[config.mk]
export PLATFORM = sky130hd
export DESIGN_NAME = simpletest_arb
export DESIGN_NICKNAME = d
export VERILOG_FILES = /design/src/rtl/simpletest_arb.sv
export SDC_FILE = /design/constraint.sdc
export NUM_CORES = 1
export LEC_CHECK = 0
export CORE_MARGIN = 3
export CORE_UTILIZATION = 41
export DETAILED_ROUTE_END_ITERATION = 10
export PLACE_DENSITY_LB_ADDON = 0.3
export SETUP_SLACK_MARGIN = 0.1
export SYNTH_ARGS = -nofsm -noshare
export SYNTH_HDL_FRONTEND = slang
export SYNTH_SLANG_ARGS = --single-unit
[constraint.sdc]
create_clock -name clk -period 1.5 [get_ports clk]
set_input_delay 0.3 -clock clk [delete_from_list [all_inputs] [get_ports clk]]
set_output_delay 0.3 -clock clk [all_outputs]
set_load 0.02 [all_outputs]
[src/rtl/simpletest_arb.sv]
// simpletest_arb: round-robin two-port arbiter and sequencer for the simpletest datapath.
// Define SIMPLETEST_ARB_STATS_EN to add the per-requester grant counters gnt_cnt0/gnt_cnt1.
module simpletest_arb #(
  parameter int WIDTH = 8,
  parameter int LAT   = 1
) (
  input  logic             clk,
  input  logic             rst,
  input  logic             key,
  input  logic             req0_valid,
  output logic             req0_ready,
  input  logic [WIDTH-1:0] req0_op1,
  input  logic [WIDTH-1:0] req0_op2,
  input  logic [1:0]       req0_sel,
  input  logic             req1_valid,
  output logic             req1_ready,
  input  logic [WIDTH-1:0] req1_op1,
  input  logic [WIDTH-1:0] req1_op2,
  input  logic [1:0]       req1_sel,
  output logic [WIDTH-1:0] dp_op1,
  output logic [WIDTH-1:0] dp_op2,
  output logic [1:0]       dp_sel,
  output logic             dp_key,
  input  logic [WIDTH-1:0] dp_result,
  output logic             rsp_valid,
  input  logic             rsp_ready,
  output logic             rsp_id,
  output logic [WIDTH-1:0] rsp_data,
  output logic             busy
`ifdef SIMPLETEST_ARB_STATS_EN
  ,
  output logic [15:0]      gnt_cnt0,
  output logic [15:0]      gnt_cnt1
`endif
);

  typedef enum logic [1:0] {IDLE = 2'd0, WAIT = 2'd1, RESP = 2'd2} state_t;

  localparam logic [3:0] LAT_CNT = 4'(LAT);

  generate
    if (LAT < 1 || LAT > 15) begin : g_lat_check
      $error("simpletest_arb: LAT must be in 1..15");
    end
  endgenerate

  state_t           state_reg, state_next;
  logic [3:0]       cnt_reg, cnt_next;
  logic             gnt_id_reg;
  logic             last_id_reg;
  logic [WIDTH-1:0] dp_op1_reg, dp_op2_reg;
  logic [1:0]       dp_sel_reg;
  logic             dp_key_reg;
  logic [WIDTH-1:0] rsp_data_reg;
  logic             rsp_id_reg;

  logic [1:0]       req_valid;
  logic [1:0]       req_ready;
  logic             win_id;
  logic             grant;
  logic             capture;
  logic [WIDTH-1:0] win_op1, win_op2;
  logic [1:0]       win_sel;

  assign req_valid = {req1_valid, req0_valid};

  // A lone requester always wins; under contention the one not served last wins.
  always_comb begin
    win_id = 1'b0;
    if (req_valid == 2'b10) begin
      win_id = 1'b1;
    end else if (req_valid == 2'b11) begin
      win_id = ~last_id_reg;
    end
  end

  genvar gi;
  generate
    for (gi = 0; gi < 2; gi++) begin : g_ready
      assign req_ready[gi] = (state_reg == IDLE) && req_valid[gi] && (int'(win_id) == gi);
    end
  endgenerate

  assign grant   = |req_ready;
  assign win_op1 = win_id ? req1_op1 : req0_op1;
  assign win_op2 = win_id ? req1_op2 : req0_op2;
  assign win_sel = win_id ? req1_sel : req0_sel;

  always_comb begin
    state_next = state_reg;
    cnt_next   = cnt_reg;
    capture    = 1'b0;
    case (state_reg)
      IDLE: begin
        if (grant) begin
          state_next = WAIT;
          cnt_next   = LAT_CNT;
        end
      end
      WAIT: begin
        cnt_next = cnt_reg - 4'd1;
        if (cnt_reg == 4'd1) begin
          capture    = 1'b1;
          state_next = RESP;
        end
      end
      RESP: begin
        if (rsp_ready) begin
          state_next = IDLE;
        end
      end
      default: state_next = IDLE;
    endcase
  end

  always_ff @(posedge clk) begin
    if (!rst) begin
      state_reg    <= IDLE;
      cnt_reg      <= 4'd0;
      gnt_id_reg   <= 1'b0;
      last_id_reg  <= 1'b1;
      dp_op1_reg   <= '0;
      dp_op2_reg   <= '0;
      dp_sel_reg   <= 2'd0;
      dp_key_reg   <= 1'b0;
      rsp_data_reg <= '0;
      rsp_id_reg   <= 1'b0;
    end else begin
      state_reg <= state_next;
      cnt_reg   <= cnt_next;
      // All datapath inputs load together so the datapath never sees a mixed operand set.
      if (grant) begin
        dp_op1_reg  <= win_op1;
        dp_op2_reg  <= win_op2;
        dp_sel_reg  <= win_sel;
        dp_key_reg  <= key;
        gnt_id_reg  <= win_id;
        last_id_reg <= win_id;
      end
      if (capture) begin
        rsp_data_reg <= dp_result;
        rsp_id_reg   <= gnt_id_reg;
      end
    end
  end

  assign req0_ready = req_ready[0];
  assign req1_ready = req_ready[1];
  assign dp_op1     = dp_op1_reg;
  assign dp_op2     = dp_op2_reg;
  assign dp_sel     = dp_sel_reg;
  assign dp_key     = dp_key_reg;
  assign rsp_valid  = (state_reg == RESP);
  assign rsp_data   = rsp_data_reg;
  assign rsp_id     = rsp_id_reg;
  assign busy       = (state_reg != IDLE);

`ifdef SIMPLETEST_ARB_STATS_EN
  logic [15:0] gnt_cnt_reg [2];

  generate
    for (gi = 0; gi < 2; gi++) begin : g_stats
      always_ff @(posedge clk) begin
        if (!rst) begin
          gnt_cnt_reg[gi] <= 16'd0;
        end else if (req_ready[gi] && (gnt_cnt_reg[gi] != 16'hFFFF)) begin
          gnt_cnt_reg[gi] <= gnt_cnt_reg[gi] + 16'd1;
        end
      end
    end
  endgenerate

  assign gnt_cnt0 = gnt_cnt_reg[0];
  assign gnt_cnt1 = gnt_cnt_reg[1];
`endif

endmodule

==> flow_summary.json, run 1 <==
{
  "outcome": "complete, but fails checks",
  "violations": "negative setup slack",
  "synth_most_common_cell": "nand2_1",
  "setup_viol": 2,
  "seq_area_um2": 722,
  "drive_gt1_share_pct": 17.8,
  "critPathRequiredTime_ns": 1.20,
  "synth_top_area_cell": "dfxtp_1",
  "nNetsFinal": 343,
  "path_cells": "or3b_4 -> nor2_4 -> buf_6",
  "internal-power_uw": 1920,
  "n_antenna_cell": 0,
  "grt_max_degree": 22,
  "synth.area.top_cells": "dfxtp_1 (41%), nand2_1 (12%), a311oi_2 (8.6%)",
  "clk_pin_slew_worst_paths_ns": 0.07,
  "die_h_um": 71.4,
  "yosysWarnings": 0,
  "slowest_delay_ns": 0.41,
  "tightest_slew_ns": 0.300,
  "ios": 82,
  "drt-total-wl_um": 4560,
  "drc": 0,
  "timing.rr.end": "dp_op2[7]",
  "final.min_clock_period_ns": 1.53,
  "dp_cells": 332,
  "syn-num-nets": 249,
  "hold_violations": 0,
  "insertion_delay_ns": 0.28,
  "avgSynthCellArea_um2": 8.89,
  "postSynthCellCount": 197,
  "worstSetupStartpointType": "register",
  "grt_usage_pct": 17.9,
  "wire_per_inst_um": 13.3,
  "synth_area_mm2": 0.00175,
  "p_sw_share_pct": 31.1,
  "start_util_pct": 43.2,
  "hpwl_um": 3260,
  "crit_fanout": 2,
  "cp_slowest_cell": "or3b_4",
  "path_depth": 3,
  "hold_class": "reg -> reg",
  "relSlewSlack_pct": 80.0,
  "cp-endpoint": "req0_ready",
  "r2r-start": "state_reg[0]",
  "firstDrtPassIters": 4,
  "startpoint": "state_reg[0]",
  "first_global_vias": 1675,
  "worstSetupEndpointType": "primary output",
  "cts_sinks": 36,
  "p_clk_share_pct": 24.7,
  "fin_ws_ns": -0.0313,
  "placementRows": 23,
  "netlist_top_cells_count": "nand2_1 (56), dfxtp_1 (36), a21oi_1 (22)",
  "ys_ff_latch": 36,
  "crit_arrival_ns": 1.23,
  "synth_cell_types": 37,
  "cp_top_family": "simple AND/OR/NAND/NOR gates",
  "gr-total-overflow": 0,
  "ys_seq_area_share_pct": 41.1,
  "die-area_mm2": 0.00509,
  "drv_slew": 0,
  "rsz0062_at_grt": "true",
  "io_buffers": 81,
  "p_leak_uw": 0.00120,
  "cts.hold.buffers_added": 0,
  "p_comb_share_pct": 34.7,
  "rrSetupSlack_ns": 0.20,
  "dr.first_iter.drc_count": 80,
  "num_vias": 1746,
  "pwr-share-seq_pct": 40.6,
  "fin_setup_tns_ns": -0.0472,
  "multi_input_area_um2": 925,
  "cts_buffers": 5,
  "vias_per_cell": 5.11,
  "grt_antenna_before_repair": 0,
  "grt_pass1_wl_um": 7380,
  "routabilityCongestion": 0.751,
  "p_per_area_mw_per_mm2": 996,
  "core_area_mm2": 0.00406,
  "synth_ff_type": "dfxtp_1",
  "ff2ff_path_depth": 7,
  "htree_levels": 2,
  "crit_type": "reg -> out",
  "crit_buf_inv": 1,
  "postSynth.asyncResetShare_pct": 0,
  "num-fill-cells": 373,
  "chipWidth_um": 71.4,
  "synth_top_area_share_pct": 41.1,
  "finClkSkew_ns": 0.00638,
  "maxCapViolCount": 0,
  "cts.path.max_buffers": 2,
  "root_buffer": "clkbuf_8",
  "stdcell_count": 342,
  "p_switching_uw": 866,
  "cts_tree": "yes",
  "synth_edf_count": 0,
  "max_freq_mhz": 653,
  "fin_crit_sh_pct": 102,
  "ir_drop_mv": 0.583,
  "ant_nets": 0,
  "area_delta_synth_final_pct": 59.7
}
==> power by group through the flow <==
stage	logic, µW	registers, µW	clock network [µW]
after floorplan	450	1250	0
after global placement	973	1150	0
after detailed placement	983	1150	0
after CTS	936	1130	711
after global routing	1050	1140	757
final	968	1130	688
==> repair_timing <==
action,CTS,global route
gates resized for setup,57,4
setup buffers,0,2
setup endpoints to repair,52,24
pin swaps,2,1
endpoints found under the hold margin,0,0
gates cloned,0,0
==> through the flow <==
stage / instance area (µm²) / worst slack (ns) / total power [µW] / util (%) / hold slack, ns
global placement: 2690 / -0.690 / 2120 / 66.2 / 0.441
detailed placement: 2690 / -0.710 / 2130 / 66.2 / 0.450
finish: 2800 / -0.0313 / 2790 / 68.9 / 0.455
CTS: 2760 / -0.0440 / 2780 / 67.9 / 0.457
global route: 2800 / -0.0622 / 2950 / 68.9 / 0.477
floorplan: 1750 / 0.161 / 1700 / - / 0.438
==> tightest hold or removal path: cells and delay by family (launching register included) <==
| family | cells | cell delay (ns) |
|---|---|---|
| AND/OR/NAND/NOR | 1 | 0.05 |
| flip-flops | 1 | 0.31 |
| multiplexers | 1 | 0.05 |
==> worst min path at each step <==
stage,start,end,slack [ns],depth (start not counted)
6_report,rsp_data[7],rsp_data[7],0.45,2
5_1_grt,rsp_data[7],rsp_data[7],0.48,2
4_1_cts,rsp_data[7],rsp_data[7],0.46,2
3_5_place_dp,rsp_data[7],rsp_data[7],0.45,2
3_3_place_gp,rsp_id,rsp_id,0.44,2
2_1_floorplan,gnt_id_reg,rsp_id,0.44,2
==> layout make-up <==
type / count / share of cell area, %
Multi-Input combinational cell: 141 / 33.1
Timing Repair Buffer: 102 / 34.9
Inverter: 5 / 0.760
Sequential cell: 36 / 25.8
Tap cell: 50 / 2.24
Clock buffer: 8 / 3.22
==> placed cells by master (no fill, tap or decap), types with 2 or more instances in the layout <==
cell and n:
inv_1 4, a311oi_1 8, nand2b_1 2, mux2i_1 9
dfxtp_1 35, dlygate4sd2_1 30, clkbuf_8 6, o21ai_1 2
o211ai_1 3, nor2_4 3, buf_12 3, nand2_1 56
a311oi_2 10, o21ai_0 3, nand3_1 2, clkbuf_1 2
clkdlybuf4s50_1 47, a21oi_1 22, buf_6 5, nor2_1 3
buf_4 17, ha_1 2
==> metal layers <==
| layer | track usage (%) | vias up | share of wire [%] | routed length, µm |
|---|---|---|---|---|
| li1 | - | 880 | - | - |
| met1 | 21.6 | 799 | 42 | 1920 |
| met2 | 29.7 | 60 | 49 | 2230 |
| met3 | 6.03 | 7 | 7.7 | 350 |
| met4 | 6.47 | 0 | 1.3 | 57 |
| met5 | 0 | - | 0 | 0 |
==> kinds of logic (layout without fill, tap and decap cells) <==
family | Yosys count | count (layout) | share of synthesized area [%]
buffers and inverters | 20 | 115 | 7.36
AND/OR/NAND/NOR | 74 | 74 | 19.1
flip-flops | 36 | 36 | 41.1
multiplexers | 9 | 9 | 5.14
AO/OA/AOI/OAI | 56 | 56 | 25.8
adder cells (fa/ha/maj) | 2 | 2 | 1.43
Power figures use the tool's default switching activity.
==> run 2: changes to the inputs <==
CORE_UTILIZATION = 37   (was 41)
GPL_TIMING_DRIVEN = 0   (was not set)
TNS_END_PERCENT = 30   (was not set)
clock period = 1.26 ns   (was 1.5 ns; I/O delays follow)
==> run 2 against run 1 <==
The run still ends with negative setup slack left. First-iteration DRC count increased by 40%. Design area rose by 2.8%. Sequential power increased by 19%. Clock power rose by 22%. Hold slack got worse by 0.088 ns. Non-clock buffer count is 6 higher. Via count rose by 1.8%. Worst setup slack worse by 0.27 ns. Die area up 9.9%. Flip-flop and latch count unchanged. Clock skew shrank 0.0028 ns. Critical endpoint unchanged. Largest power group unchanged. Highest routed layer unchanged.
==> flow_summary.json, run 2 (same netlist as run 1, synthesis figures left out) <==
{
  "outcome": "complete, but fails checks",
  "violations": "negative setup slack",
  "cts_tree": "yes",
  "die_h_um": 74.8,
  "relSlewSlack_pct": 78.2,
  "chipWidth_um": 74.8,
  "drc": 0,
  "p_switching_uw": 1100,
  "grt_max_degree": 12,
  "multi_input_area_um2": 952,
  "p_per_area_mw_per_mm2": 1200,
  "hold_class": "in -> reg",
  "fin_ws_ns": -0.300,
  "finClkSkew_ns": 0.00362,
  "htree_levels": 2,
  "seq_area_um2": 728,
  "cp_slowest_cell": "or3b_4",
  "final_common_cell": "nand2_1",
  "maxCapViolCount": 0,
  "cts_sinks": 36,
  "dr.first_iter.drc_count": 112,
  "placed_cell_area_mm2": 0.00265,
  "final_cell_mix": "nand2_1 (56), clkdlybuf4s50_1 (46), dfxtp_1 (32), a21oi_1 (22), buf_2 (20)",
  "setup_viol": 29,
  "fin_util_pct": 64.3,
  "stdcell_count": 350,
  "clk_pin_slew_worst_paths_ns": 0.07,
  "root_buffer": "clkbuf_8",
  "slowest_delay_ns": 0.39,
  "cp_top_family": "simple AND/OR/NAND/NOR gates",
  "gr-total-overflow": 0,
  "ios": 82,
  "max_freq_mhz": 641,
  "grt_pass1_wl_um": 7500,
  "cts.path.max_buffers": 2,
  "firstDrtPassIters": 4,
  "p_clk_share_pct": 24.2,
  "area_delta_synth_final_pct": 64.1,
  "core_area_mm2": 0.00447,
  "crit_fanout": 5,
  "start_util_pct": 39.1,
  "fin_crit_sh_pct": 124,
  "vias_per_cell": 5.08,
  "p_comb_share_pct": 36.8,
  "drt-total-wl_um": 4900,
  "num-fill-cells": 400,
  "n_antenna_cell": 0,
  "ir_drop_mv": 0.609,
  "critPathRequiredTime_ns": 1.01,
  "worstSetupEndpointType": "primary output",
  "die-area_mm2": 0.00560,
  "crit_top_cell": "buf_6",
  "fin_area_mm2": 0.00288,
  "crit_buf_inv": 2,
  "ant_nets": 0,
  "num_vias": 1778,
  "cts.hold.buffers_added": 0,
  "internal-power_uw": 2360,
  "grt_antenna_before_repair": 0,
  "insertion_delay_ns": 0.28,
  "rsz0062_at_grt": "true",
  "cts_buffers": 5,
  "placementRows": 24,
  "io_buffers": 81,
  "routabilityCongestion": 0.767,
  "drive_gt1_share_pct": 32.6,
  "dp_cells": 330,
  "final.min_clock_period_ns": 1.56,
  "crit_type": "reg -> out",
  "drv_slew": 0,
  "grt_usage_pct": 17.7,
  "p_leak_uw": 0.00118,
  "hold_violations": 0,
  "hpwl_um": 3490,
  "worstSetupStartpointType": "register",
  "tightest_slew_ns": 0.327,
  "pwr-share-seq_pct": 38.9,
  "nNetsFinal": 349,
  "path_cells": "buf_6 -> or3b_4 -> nor2_4 -> buf_6",
  "first_global_vias": 1632,
  "hold_ws_ns": 0.366,
  "p_sw_share_pct": 31.9,
  "crit_arrival_ns": 1.31,
  "wire_per_inst_um": 14.0,
  "fin_setup_tns_ns": -4.15
}
[run 2: final cells by class]
class	instances	share of cell area, %
multi-input combinational	141	33.1
timing repair buffer	93	30.0
sequential	36	25.3
buffer	15	5.31
clock buffer	6	2.87
tap	52	2.26
inverter	5	0.740
clock inverter	2	0.348
[run 2: through the flow]
step | setup slack (ns) | total power (µW)
after global routing | -0.349 | 3640
after global placement | -1.02 | 2520
final | -0.300 | 3460
after CTS | -0.331 | 3420
after detailed placement | -1.01 | 2530
after floorplan | 0.0347 | 2040
[run 2: layer usage]
metal / vias to the layer above / wire, µm / global-route usage (%)
met2: 48 / 2430 / 29.4
met4: 0 / 140 / 8.70
met3: 10 / 262 / 4.94
met5: - / 0 / 0
met1: 825 / 2070 / 21.1
li1: 895 / - / -
[run 2: what timing repair did]
action | CTS | global route
gates cloned | 0 | 1
pin swaps | 9 | 9
setup endpoints to repair | 68 | 55
endpoints found under the hold margin | 0 | 0
gates resized for setup | 130 | 29
setup buffers | 5 | 6
[run 2: power by group through the flow]
stage                     clock (µW)  combinational (µW)  sequential, µW
after CTS                        854                1220            1350
after detailed placement           0                1160            1370
final                            840                1280            1350
after global routing             910                1370            1360
after global placement             0                1150            1370
after floorplan                    0                 551            1490
[run 2: path summary, 6_finish.rpt]
kind                startpoint           to  slack (ns)  cells past startpoint
setup / recovery  state_reg[0]   req0_ready       -0.30                      4
hold / removal             rst  rsp_data[2]        0.37                      3
setup reg to reg  state_reg[0]    dp_op2[1]       -0.22                      8
hold reg to reg    rsp_data[6]  rsp_data[6]        0.46                      2
[run 2: worst register-to-register path, delay by kind of cell, from the launching register on]
kind | cells | cell delay, ns
flops | 1 | 0.32
compound gates | 1 | 0.07
buf+inv | 5 | 0.64
simple gates | 2 | 0.33
